**src/rtl/pc_trace_sampler.sv**
```systemverilog
// Decimating pc trace sampler: takes one pc every DIV enabled cycles into a FWFT FIFO
// drained over valid/ready, and flags any cycle where pc does not advance by exactly +1.
module pc_trace_sampler #(
  parameter int DEPTH = 8,
  parameter int DIV   = 4
) (
  input  logic                       clkin,
  input  logic                       rst,
  input  logic [31:0]                pc_in,
  input  logic                       sample_en,
  output logic                       out_valid,
  input  logic                       out_ready,
  output logic [31:0]                out_pc,
  output logic [$clog2(DEPTH+1)-1:0] level,
  output logic                       overflow,
  output logic [15:0]                drop_cnt,
  output logic                       step_err
);

  localparam int AW = $clog2(DEPTH);
  localparam int LW = $clog2(DEPTH + 1);
  // A one-bit divider is kept for DIV=1 so the compare below stays well-formed.
  localparam int CW = (DIV > 1) ? $clog2(DIV) : 1;

  logic [CW-1:0] r_div_cnt;
  logic [31:0]   r_mem [DEPTH];
  logic [AW-1:0] r_wr_ptr;
  logic [AW-1:0] r_rd_ptr;
  logic [LW-1:0] r_level;
  logic          r_overflow;
  logic [15:0]   r_drop_cnt;
  logic [31:0]   r_prev_pc;
  logic          r_prev_vld;
  logic          r_step_err;

  logic w_strobe;
  logic w_full;
  logic w_empty;
  logic w_pop;
  logic w_push;
  logic w_drop;

  assign w_strobe = sample_en && (r_div_cnt == CW'(DIV - 1));
  assign w_full   = (r_level == LW'(DEPTH));
  assign w_empty  = (r_level == '0);
  assign w_pop    = !w_empty && out_ready;
  // A pop on the same edge frees the slot, so a full FIFO can still accept the sample.
  assign w_push   = w_strobe && (!w_full || w_pop);
  assign w_drop   = w_strobe && w_full && !w_pop;

  always_ff @(posedge clkin or posedge rst) begin
    if (rst) begin
      r_div_cnt <= '0;
    end else if (sample_en) begin
      if (w_strobe) r_div_cnt <= '0;
      else          r_div_cnt <= r_div_cnt + CW'(1);
    end
  end

  always_ff @(posedge clkin or posedge rst) begin
    if (rst) begin
      for (int i = 0; i < DEPTH; i++) r_mem[i] <= '0;
      r_wr_ptr <= '0;
      r_rd_ptr <= '0;
      r_level  <= '0;
    end else begin
      if (w_push) begin
        r_mem[r_wr_ptr] <= pc_in;
        r_wr_ptr        <= r_wr_ptr + AW'(1);
      end
      if (w_pop) r_rd_ptr <= r_rd_ptr + AW'(1);
      case ({w_push, w_pop})
        2'b10:   r_level <= r_level + LW'(1);
        2'b01:   r_level <= r_level - LW'(1);
        default: r_level <= r_level;
      endcase
    end
  end

  always_ff @(posedge clkin or posedge rst) begin
    if (rst) begin
      r_overflow <= 1'b0;
      r_drop_cnt <= '0;
    end else if (w_drop) begin
      r_overflow <= 1'b1;
      if (r_drop_cnt != 16'hFFFF) r_drop_cnt <= r_drop_cnt + 16'd1;
    end
  end

  // The wrap from 32'hFFFFFFFF to 0 is a legal step since the add is mod 2^32.
  always_ff @(posedge clkin or posedge rst) begin
    if (rst) begin
      r_prev_pc  <= '0;
      r_prev_vld <= 1'b0;
      r_step_err <= 1'b0;
    end else begin
      r_prev_pc  <= pc_in;
      r_prev_vld <= 1'b1;
      r_step_err <= r_prev_vld && (pc_in != (r_prev_pc + 32'd1));
    end
  end

  assign out_valid = !w_empty;
  assign out_pc    = r_mem[r_rd_ptr];
  assign level     = r_level;
  assign overflow  = r_overflow;
  assign drop_cnt  = r_drop_cnt;
  assign step_err  = r_step_err;

endmodule

```
**config.mk**
```make
export PLATFORM = sky130hd
export DESIGN_NAME = pc_trace_sampler
export DESIGN_NICKNAME = d
export VERILOG_FILES = /design/src/rtl/pc_trace_sampler.sv
export SDC_FILE = /design/constraint.sdc
export NUM_CORES = 1
export LEC_CHECK = 0
export ABC_AREA = 1
export CAP_MARGIN = 20
export CORE_AREA = 8 8 241 243
export DETAILED_ROUTE_END_ITERATION = 8
export DIE_AREA = 0 0 249 251
export SLEW_MARGIN = 10
export SYNTH_ARGS = -nofsm -noshare
export SYNTH_HDL_FRONTEND = slang
export SYNTH_SLANG_ARGS = --single-unit
```
**constraint.sdc**
```tcl
create_clock -name clkin -period 15.8 [get_ports clkin]
set_input_delay 1.58 -clock clkin [delete_from_list [all_inputs] [get_ports clkin]]
set_output_delay 1.58 -clock clkin [all_outputs]
set_load 0.1 [all_outputs]
```
==> results.py <==
metrics = {
    "clock_tree": {
        "cts_sinks": 319,
        "cts.clk_slew.worst_paths_ps": 60,
        "clockBufferDepth": 3,
        "holdBufCountCts": 0,
        "root_buffer": "clkbuf_16",
        "ctsResizeCount": 0,
        "htree_levels": 2,
        "clock_latency_ps": 530,
        "cts_setup_buffers": 0,
        "cts_buffers": 38,
        "cts_tree": "built",
    },
    "yosys": {
        "avgSynthCellArea_um2": 8.23,
        "synthArstFlopShare_pct": 100,
        "synth_commonest_cells": "nand2_1, o21ai_0, dfrtp_1",
        "yosysSeqAreaShare_pct": 53.1,
        "synth_enable_flop_cells": 0,
        "yosysMostFrequentCell": "nand2_1",
        "yosys.area.top_type": "dfrtp_1",
        "ys.flop_type": "dfrtp_1",
        "yosys-top-cells-area": "dfrtp_1, o21ai_0, nand2_1",
        "postSynthCellCount": 1825,
        "yosysWarnings": 0,
        "synth_top_area_share_pct": 53.1,
        "syn_area_mm2": 0.0150,
        "synth_seq_cells": 319,
        "synth_nets": 1870,
        "synth_cell_types": 40,
    },
    "power": {
        "p_clk_share_pct": 21.5,
        "power_mw": 4.17,
        "intPower_mw": 2.21,
        "p_sw_share_pct": 47.1,
        "vdd_drop_max_v": 0.000284,
        "p_seq_share_pct": 31.9,
        "p_leak_nw": 8.12,
        "p_per_area_mw_per_mm2": 233,
        "pwr-share-comb_pct": 46.6,
        "p_switching_mw": 1.97,
    },
    "critical_path": {
        "cpPeakStageDelay_ps": 1250,
        "cp_max_fo": 98,
        "r2r_setup_slack_ps": 13430,
        "r2r_cells": 13,
        "path_class": "flop to primary output",
        "worstSetupStartpointType": "flop",
        "r2r-start": "level[0]",
        "required_ps": 14220,
        "path_cells": "clkinv_2 -> buf_4 -> o21ai_0 -> o22ai_1 -> nor2_1 -> a31oi_1 -> clkdlybuf4s50_1",
        "cp-end-kind": "primary output",
        "arrival_ps": 4430,
        "cp_slowest_cell": "clkdlybuf4s50_1",
        "reg2reg_to": "level[3]",
    },
    "sta": {
        "clock_skew_ps": 17.0,
        "worst_slew_pin_slew_ps": 1060,
        "hold_viol_final": 0,
        "finalSetupViolCount": 0,
        "final-max-slew-violation-count": 0,
        "max_freq_mhz": 166,
        "min_period_ps": 6010,
        "slew_headroom_pct": 28.9,
        "fin_setup_tns_ps": 0,
        "rsz0062_at_grt": "false",
        "finalCritPeriodShare_pct": 38.0,
    },
    "grt": {
        "gr-total-overflow": 0,
        "first_global_vias": 12000,
        "grt_pass1_wl_um": 68000,
        "grt_use_total_pct": 13.2,
        "grt_max_degree": 116,
        "antenna_found_initial": 0,
    },
    "die": {
        "rows": 86,
        "start_util_pct": 27.6,
        "die-width_um": 249,
        "ios": 91,
        "dieHeight_um": 251,
        "dieArea_mm2": 0.0625,
        "core_area_mm2": 0.0543,
    },
    "worst_hold_path": {
        "hold_depth": 2,
        "hp-class": "flop to flop",
        "whs_endpoint": "step_err",
        "hp-start": "r_prev_vld",
    },
    "placed_design": {
        "postPlaceCellArea_mm2": 0.0165,
        "hpwl_um": 26100,
        "port_buffers": 90,
        "placed_cells": 2527,
        "place_congestion": 0.846,
    },
    "run": {
        "max-cap-violations": 0,
    },
    "routing": {
        "routedWlPerCell_um": 16.2,
        "final_antenna_net_count": 0,
        "drtPass1Iterations": 5,
        "drt_iter0_drc": 881,
        "via_per_inst": 4.76,
        "totalWireLength_um": 42200,
        "num_vias": 12400,
        "drcViolationCount": 0,
    },
    "layout": {
        "fin_cells": 2603,
        "fin_nets": 1915,
        "diodes": 0,
        "final_cell_area_mm2": 0.0179,
        "final_util_pct": 32.9,
        "area_growth_pct": 19.2,
        "drive_above_1_share_pct": 6.16,
    },
    "outcome": {
        "outcome": "completed",
    },
}
[per-layer routing]
metal  up-vias  global-route usage, %  part of all wire (%)
met2       282                   22.3                    47
met4         0                   4.48                   3.1
met3        70                   1.84                   4.3
met1      5967                   17.4                    45
met5         -                      0                     0
li1       6066                      -                     -
[sequential cells by signal (all words and copies together), names as in the netlist]
signal,cells
r_mem,256
r_div_cnt,2
r_rd_ptr,3
r_prev_vld,1
level,4
drop_cnt,16
step_err,1
r_wr_ptr,3
r_prev_pc,32
overflow,1
[how the worst max path moves through the flow]
stage / from / end / slack, ps / cells after the start
finish: r_rd_ptr[0] / out_pc[28] / 9790 / 7
global route: r_rd_ptr[0] / out_pc[19] / 9480 / 7
CTS: r_rd_ptr[0] / out_pc[17] / 9740 / 7
detailed placement: r_rd_ptr[0] / out_pc[17] / 10320 / 7
global placement: r_rd_ptr[0] / out_pc[17] / 10300 / 7
floorplan: rst / drop_cnt[0] / 5390 / 1
[per-stage QoR]
step                hold slack [ps]  setup WS (ps)
floorplan                       443           5390
global placement                454          10300
detailed placement              461          10320
CTS                             477           9740
global route                    495           9480
finish                          460           9790
[worst max-delay path: cells and delay by family (launching register included)]
| kind | cells | cell delay, ps |
|---|---|---|
| buffers and inverters | 3 | 2400 |
| AO/OA/AOI/OAI | 3 | 760 |
| flip-flops | 1 | 630 |
| AND/OR/NAND/NOR | 1 | 60 |
[cells by family after synthesis]
kind of cell               count (synthesis)  share of synthesized area, %
and+or+nand+nor                          787                          21.9
AOI/OAI and AO/OA                        466                          16.2
DFF                                      319                          53.1
buffers and inverters                    196                          5.16
xor gates and xnor gates                  46                          2.77
adders and majority gates                  9                         0.800
other                                      1                        0.0250
muxes                                      1                        0.0750
[cells in the final DEF (no fill, tap or decap), types with 19 or more instances in the layout]
master and count:
xor2_1 26, o21ai_1 20, dfrtp_1 317, clkbuf_16 38
nand2_1 415, inv_1 87, nor2_1 282, clkdlybuf4s50_1 90
nand3_1 42, a31oi_1 32, o21ai_0 374, xnor2_1 19
o22ai_1 32
[final cells by class]
class	count	area, um^2
Clock buffer	54	1100
Clock inverter	15	199
Fill cell	5616	36400
Inverter	95	365
Multi-Input combinational cell	1310	6260
Sequential cell	319	7990
Tap cell	704	881
Timing Repair Buffer	106	1110
[power groups by stage]
stage	combinational, mW	clock [mW]	sequential [mW]
6_report	1.95	0.897	1.33
5_1_grt	2.12	0.957	1.37
4_1_cts	1.96	0.921	1.33
3_5_place_dp	1.95	0	1.34
3_3_place_gp	1.92	0	1.33
2_1_floorplan	1.47	0	1.33
Power figures use the tool's default switching activity.
